[src/rtl/prog_counter_pkg.sv]
// prog_counter_pkg
// Shared types for the programmable counter: counting-mode encoding and
// one-shot FSM state encoding.
package prog_counter_pkg;

  // Mode encoding on the 2-bit mode input. 2'b11 is reserved and treated as wrap.
  typedef enum logic [1:0] {
    MODE_WRAP    = 2'b00,
    MODE_SAT     = 2'b01,
    MODE_ONESHOT = 2'b10
  } mode_t;

  // One-shot FSM states.
  typedef enum logic [1:0] {
    IDLE = 2'b00,
    RUN  = 2'b01,
    DONE = 2'b10
  } state_t;

endpackage

[src/rtl/prog_counter_prescaler.sv]
// prog_counter_prescaler
// Divides enabled cycles by PRESCALE. The step output is high in the cycle
// where enable is high and the internal count has reached PRESCALE-1.
// The count holds while enable is low.
//
// Ports:
//   clk    in   clock, posedge
//   reset  in   synchronous, active-high
//   enable in   count enable
//   clear  in   synchronous clear of the internal count
//   step   out  one-cycle step strobe (combinational from psc and enable)
module prog_counter_prescaler #(
  parameter int PRESCALE = 1
) (
  input  logic clk,
  input  logic reset,
  input  logic enable,
  input  logic clear,
  output logic step
);

  localparam int PW = (PRESCALE > 1) ? $clog2(PRESCALE) : 1;
  localparam logic [PW-1:0] LAST = PW'(PRESCALE - 1);

  logic [PW-1:0] psc;

  assign step = enable && (psc == LAST);

  always_ff @(posedge clk) begin
    if (reset || clear) begin
      psc <= '0;
    end else if (enable) begin
      if (psc == LAST) psc <= '0;
      else             psc <= psc + 1'b1;
    end
  end

endmodule

[src/rtl/prog_counter.sv]
// prog_counter
// Parametrised up/down event counter with prescaler, parallel load, and
// wrap / saturate / one-shot terminal behaviour. tc is a registered
// one-cycle pulse coincident with the wrapped/held count; ovf is sticky.
//
// Optional build macro PROG_COUNTER_CAPTURE_EN adds a capture strobe that
// snapshots the pre-edge count into capture_out.
//
// Ports:
//   clk         in   clock, posedge
//   reset       in   synchronous, active-high
//   enable      in   count enable (qualifies prescaler)
//   up_dn       in   1 = up, 0 = down
//   mode        in   00 wrap, 01 saturate, 10 one-shot, 11 wrap
//   load        in   parallel load strobe
//   load_val    in   load value (clamped to MAX_VAL)
//   start       in   one-shot arm strobe
//   ovf_clr     in   clears ovf (set wins)
//   count_out   out  current count
//   tc          out  terminal-count pulse
//   busy        out  one-shot running
//   ovf         out  sticky overflow/underflow
//   capture     in   (PROG_COUNTER_CAPTURE_EN) capture strobe
//   capture_out out  (PROG_COUNTER_CAPTURE_EN) captured count
module prog_counter
  import prog_counter_pkg::*;
#(
  parameter int WIDTH    = 4,
  parameter int MAX_VAL  = 2**WIDTH - 1,
  parameter int PRESCALE = 1
) (
  input  logic             clk,
  input  logic             reset,
  input  logic             enable,
  input  logic             up_dn,
  input  logic [1:0]       mode,
  input  logic             load,
  input  logic [WIDTH-1:0] load_val,
  input  logic             start,
  input  logic             ovf_clr,
  output logic [WIDTH-1:0] count_out,
  output logic             tc,
  output logic             busy,
  output logic             ovf
`ifdef PROG_COUNTER_CAPTURE_EN
  ,
  input  logic             capture,
  output logic [WIDTH-1:0] capture_out
`endif
);

  localparam logic [WIDTH-1:0] MAXV = WIDTH'(MAX_VAL);

  state_t           state, state_nxt;
  logic [WIDTH-1:0] count_nxt;
  logic             tc_nxt;
  logic             ovf_set;
  logic             psc_clr;
  logic             step;
  logic             at_term;
  logic             oneshot;

  prog_counter_prescaler #(
    .PRESCALE (PRESCALE)
  ) u_prescaler (
    .clk    (clk),
    .reset  (reset),
    .enable (enable),
    .clear  (psc_clr),
    .step   (step)
  );

  assign oneshot = (mode == MODE_ONESHOT);
  assign at_term = up_dn ? (count_out == MAXV) : (count_out == '0);
  assign busy    = (state == RUN);

  always_comb begin
    count_nxt = count_out;
    tc_nxt    = 1'b0;
    ovf_set   = 1'b0;
    psc_clr   = load;
    state_nxt = oneshot ? state : IDLE;

    if (load) begin
      count_nxt = (load_val > MAXV) ? MAXV : load_val;
    end else if (oneshot && start && (state != RUN)) begin
      // Arm: preload the start value and restart the prescaler phase.
      count_nxt = up_dn ? '0 : MAXV;
      psc_clr   = 1'b1;
      state_nxt = RUN;
    end else if (step) begin
      case (mode)
        MODE_ONESHOT: begin
          if (state == RUN) begin
            if (at_term) begin
              tc_nxt    = 1'b1;
              state_nxt = DONE;
            end else begin
              count_nxt = up_dn ? count_out + 1'b1 : count_out - 1'b1;
            end
          end
        end
        MODE_SAT: begin
          if (at_term) begin
            tc_nxt  = 1'b1;
            ovf_set = 1'b1;
          end else begin
            count_nxt = up_dn ? count_out + 1'b1 : count_out - 1'b1;
          end
        end
        default: begin
          if (at_term) begin
            count_nxt = up_dn ? '0 : MAXV;
            tc_nxt    = 1'b1;
            ovf_set   = 1'b1;
          end else begin
            count_nxt = up_dn ? count_out + 1'b1 : count_out - 1'b1;
          end
        end
      endcase
    end
  end

  always_ff @(posedge clk) begin
    if (reset) begin
      state     <= IDLE;
      count_out <= '0;
      tc        <= 1'b0;
      ovf       <= 1'b0;
    end else begin
      state     <= state_nxt;
      count_out <= count_nxt;
      tc        <= tc_nxt;
      if (ovf_set)      ovf <= 1'b1;
      else if (ovf_clr) ovf <= 1'b0;
    end
  end

`ifdef PROG_COUNTER_CAPTURE_EN
  always_ff @(posedge clk) begin
    if (reset)        capture_out <= '0;
    else if (capture) capture_out <= count_out;
  end
`endif

endmodule

[config.mk]
export PLATFORM = sky130hd
export DESIGN_NAME = prog_counter
export DESIGN_NICKNAME = d
export VERILOG_FILES = /design/src/rtl/prog_counter_pkg.sv /design/src/rtl/prog_counter_prescaler.sv /design/src/rtl/prog_counter.sv
export SDC_FILE = /design/constraint.sdc
export NUM_CORES = 1
export LEC_CHECK = 0
export BUFFER_PORTS_ARGS = -buffer_cell sky130_fd_sc_hd__clkbuf_2
export CORE_AREA = 2 2 39 41
export DETAILED_ROUTE_END_ITERATION = 6
export DIE_AREA = 0 0 41 43
export PLACE_DENSITY = 0.7
export REMOVE_ABC_BUFFERS = 1
export SLEW_MARGIN = 0
export SYNTH_ARGS = -nofsm -noshare
export SYNTH_HDL_FRONTEND = slang
export SYNTH_SLANG_ARGS = --single-unit
[constraint.sdc]
create_clock -name clk -period 5 [get_ports clk]
set_input_delay 0.75 -clock clk [delete_from_list [all_inputs] [get_ports clk]]
set_output_delay 0.75 -clock clk [all_outputs]
set_load 0.05 [all_outputs]
Word-level counts from Yosys, hierarchy flattened:

Cells that the tools add are included.
Widths: inputs -> output; s select.

* add/subtract/negate cells: 3
* shift operators: 0
* multipliers: 0
* bitwise gates (word level): 2
* div/mod/pow operators: 0
* eq/ne operators: 6
* reduce and logical (&&, ||, !) cells: 9
* magnitude comparators: 1
* muxes and demuxes: 30

Operators by type and width (count)
* $mux 4: 9
* $mux 2: 7
* $mux 1: 13
* $pmux 4 s2: 1
* $add 4x1->4 const B: 1
* $eq 2x1->1 const B: 2
* $eq 4x4->1 const B: 1
* $gt 4x4->1 const B: 1
* $logic_not 4->1: 1
* $ne 4x3->1 const B: 1
* $reduce_or 4->1: 1
* $sub 4x1->4 const B: 1
* $logic_and 1x1->1: 3
* $reduce_bool 3->1: 1
* $eq 2x2->1 const B: 1
* $ne 2x1->1 const B: 1
* $not 1->1: 2
* $reduce_and 2->1: 1
* $reduce_bool 2->1: 1
* $add 1x1->1 const B: 1
* $logic_or 1x1->1: 1

* logic and storage cells: 56
* memories: 0
* RAM bits: 0
* output and inout bits: 7
* bits in read-only memories: 0
* latch bits: 0
* input bits: 13
* register bits after elaboration: 9

Depth between registers and ports, before layout:

* depth in word-level cells: 8
* depth in mapped cells: 8
* gate-level depth less buffers: 8

Hierarchy:

A second synthesis with hierarchy kept.

* cells, all modules: 69
* area, all modules: 599.3 sq um

By module, submodules not included
* prog_counter: instances 1, cells each 68, area each 591.8 sq um
* prog_counter_prescaler: instances 1, cells each 1, area each 7.5 sq um

Worst setup path before layout:

No wires, ideal clock.

* kind: input port to flip-flop
* start point: input up_dn
* end point: register count_out[3]
* path buffers: 0
* path slack: 2.770 ns
* cell stages on the path: 8
* arrival: 2.144 ns
* data required time: 4.914 ns
* cells stage by stage: inv_1 ha_1 a21o_1 a21oi_1 xor2_1 nor3_1 o31a_1 a211oi_1

* cells in the longest elaborated chain, start to end: 7
* elaborated cells on any way between the ends: 10
* classes of those cells: mux (10)

RTL lines
* from (decl): line prog_counter.sv:35 `input logic up_dn,`
* $mux 4 or $mux 1 (tied branches)
* $mux 4: line prog_counter.sv:95, prog_counter.sv:104
* $mux 4: line prog_counter.sv:94 `if (state == RUN) begin`
* $pmux 4 s2: line prog_counter.sv:92 `case (mode)`
* $mux 4: line prog_counter.sv:91 `end else if (step) begin`
* $mux 4 *: line prog_counter.sv:86 `end else if (oneshot && start && (state != RUN)) begin`
* $mux 4 *: line prog_counter.sv:84 `if (load) begin`
* to (signal assigned): line prog_counter.sv:132 `count_out <= count_nxt;`
* to (decl): line prog_counter.sv:41 `output logic [WIDTH-1:0] count_out,`

Every way passes the cells marked *; elsewhere a longest branch is shown, timed or not. The select of a mux whose other input is x is not followed.
A chain may end at the register's enable or synchronous reset.

Final worst setup path:

Same ends and word-level chain as after synthesis.

==> flow_summary_export.csv <==
group,metric,value,unit
status,status,"complete, no violations",
finish,fin_cells,103,
synthesis,syn_avg_cell_area,8.48,µm²
min_path,hold_class,"flip-flop to flip-flop",
placed_design,placed_cells,100,
setup_path,crit_type,"primary input to flip-flop",
clock_tree,postCtsSetupBuffers,0,
timing,post-route-period-util,44.9,%
clock_tree,cts_buffers,3,
clock_tree,htree_num_levels,1,
timing,finalHoldViolCount,0,
timing,finalSetupViolCount,0,
finish,diodes,0,
synthesis,ys_ff_latch,8,
finish,regArea,160,µm²
finish,fillerInstances,146,
placed_design,dp_hpwl,1.01,mm
pwr,p_leak,0.347,nW
job,drv_cap,0,
timing,tightestPinTransition,0.324,ns
synthesis,ys_warn_count,0,
setup_path,path_max_fanout,6,
finish,multi_input_area,382,µm²
clock_tree,cts_hold_buf,0,
clock_tree,cts_resized,0,
detailed_routing,num_vias,565,
timing,setup_tns,0,ns
clock_tree,cts_max_path_buffers,2,
setup_path,crit_arrival,2.41,ns
timing,finClkSkew,0.00248,ns
synthesis,yosysSeqAreaShare,28.2,%
finish,nets,106,
clock_tree,clock_sinks,8,
placed_design,globalplace.congestion,0.822,
clock_tree,cts_root_buffer,"clkbuf_4",
global_routing,grt_pass1_vias,529,
detailed_routing,ant_nets,0,
placed_design,io_buffers,19,
floorplan,die_w,41,µm
detailed_routing,first_pass_iters,4,
global_routing,grtUsageTotal,18.9,%
timing,rsz0062_at_grt,"false",
setup_path,worstPathCellList,"clkbuf_2 > inv_1 > ha_1 > a21o_1 > a21oi_1 > xor2_1 > nor3_1 > o31a_1 > a211oi_1",
clock_tree,clkLatencyLatePin,0.25,ns
global_routing,grt_pass1_wl,2.27,mm
global_routing,grt_max_degree,12,
setup_path,cp_slowest_stage_delay,0.30,ns
synthesis,yosysUniqueCellTypes,32,
floorplan,start_util,41.0,%
global_routing,overflow,0,
pwr,power.density,275,mW/mm²
floorplan,core,0.00138,mm²
setup_path,startpoint_type,"primary input",
timing,period_needed,2.24,ns
clock_tree,cts_tree,"done",
floorplan,dieArea,0.00176,mm²
finish,area_growth_syn_to_layout,22.9,%
global_routing,antenna_found_initial,0,
finish,drive_gt1_share,31.0,%
setup_path,crit_path_end_kind,"flip-flop",
detailed_routing,drc,0,
detailed_routing,finalWirelength,1.28,mm
pwr,vdd.ir_drop.worst,0.129,mV
setup_path,crit_path_top_delay_cell,"ha_1",
timing,fmax,446,MHz
detailed_routing,avgRoutedWirePerCell,12.4,µm
floorplan,rows,14,
floorplan,die_y,43,µm
setup_path,worstPathRequired,5.17,ns
synthesis,synthesis.area,568,µm²
detailed_routing,drtIter0Drc,3,
detailed_routing,vias_per_cell,5.49,
clock_tree,clk_pin_slew,0.05,ns
synthesis,synthesis.instances,67,
timing,slew_headroom,78.3,%
floorplan,ios,20,
timing,drv_slew,0,
-- final cells by class --
type	instances	area share, %
Sequential cell	8	22.9
Inverter	5	2.69
Tap cell	16	2.87
Multi-Input combinational cell	52	54.7
Timing Repair Buffer	19	13.6
Clock buffer	3	3.23
-- metal layers --
metal	track usage [%]	part of all wire [%]	vias up
met3	8.38	5.4	0
met1	22.1	43	265
met2	29.7	52	16
li1	-	-	284
met4	6.00	0	0
met5	0	0	-
-- final timing paths --
| kind | slack [ns] | cells past startpoint | to | startpoint |
|---|---|---|---|---|
| worst max-delay path | 2.76 | 9 | count_out[3] | up_dn |
| worst min-delay path | 0.48 | 2 | ovf | ovf |
| worst max register to register | 3.10 | 7 | count_out[3] | count_out[1] |
| worst min register to register | 0.48 | 2 | ovf | ovf |
-- metrics by stage --
step	instance area, µm²	utilization [%]	setup WS [ns]	hold slack [ns]	power (W)
after CTS	698	50.5	2.75	0.493	0.000196
after floorplan	561	-	2.77	0.476	0.000125
after detailed placement	676	48.8	2.47	0.479	0.000145
final	698	50.5	2.76	0.484	0.000192
after global routing	698	50.5	2.62	0.530	0.000208
after global placement	676	48.8	2.53	0.468	0.000143
-- Yosys cell counts --
| cell | count | share of area [%] |
|---|---|---|
| dfxtp_1 | 8 | 28 |
| nor2_1 | 7 | 4.6 |
| a21oi_1 | 6 | 5.3 |
| inv_1 | 4 | 2.6 |
| a211oi_1 | 3 | 4.0 |
| ha_1 | 3 | 6.6 |
| nand2_1 | 3 | 2.0 |
| nand3_1 | 3 | 2.6 |
| nor2b_1 | 3 | 3.3 |
| mux2i_1 | 2 | 3.5 |
| o211ai_1 | 2 | 2.6 |
| o21a_1 | 2 | 2.6 |
| o32a_1 | 2 | 3.5 |
| a21o_1 | 1 | 1.3 |
| and4_1 | 1 | 1.5 |
| and4bb_1 | 1 | 2.2 |
| buf_1 | 1 | 0.66 |
| clkbuf_1 | 1 | 0.66 |
| fa_1 | 1 | 3.5 |
| inv_2 | 1 | 0.66 |
| nand2b_1 | 1 | 1.1 |
| nand3_2 | 1 | 1.8 |
| nand3b_1 | 1 | 1.3 |
| nor3_1 | 1 | 0.88 |
| nor3b_1 | 1 | 1.3 |
| nor4_1 | 1 | 1.1 |
| nor4b_2 | 1 | 2.6 |
| o31a_1 | 1 | 1.5 |
| or2_2 | 1 | 1.1 |
| or3b_4 | 1 | 2.0 |
| xnor2_1 | 1 | 1.5 |
| xor2_1 | 1 | 1.5 |
-- sequential cells by signal, indices dropped and copies added (netlist names) --
name	count
count_out	4
ovf	1
state	2
tc	1
-- report_power, final --
group          total [W]  switching, W  internal (W)
clock network  0.0000491     0.0000216     0.0000274
registers      0.0000762    0.00000791     0.0000683
logic          0.0000671     0.0000404     0.0000267
-- cell usage in the layout (no fill, tap or decap), types with 2 or more instances in the layout --
cell / netlist / routed
nor2b_1: 3 / 3
dfxtp_1: 8 / 8
o21a_1: 2 / 2
clkbuf_4: 0 / 3
ha_1: 3 / 3
mux2i_1: 2 / 2
a21oi_1: 6 / 6
a211oi_1: 3 / 3
nand3_1: 3 / 3
o32a_1: 2 / 2
inv_1: 4 / 4
clkbuf_2: 0 / 19
nor2_1: 7 / 7
nand2_1: 3 / 3
o211ai_1: 2 / 2
-- worst max-delay path: cells and delay by family --
kind / cells / cell delay, ns
AO/OA/AOI/OAI: 4 / 0.81
XOR/XNOR: 1 / 0.20
adder cells (fa/ha/maj): 1 / 0.30
buffers and inverters: 2 / 0.28
AND/OR/NAND/NOR: 1 / 0.06
-- kinds of logic (layout without fill, tap and decap cells) --
logic type	after synthesis	in the layout	synth area share, %
DFF	8	8	28.2
and+or+nand+nor	27	27	29.5
AOI/OAI and AO/OA	17	17	20.9
xor gates and xnor gates	2	2	3.08
adders and majority gates	4	4	10.1
muxes	2	2	3.52
buffers and inverters	7	27	4.62
(Power assumes the default switching activity.)
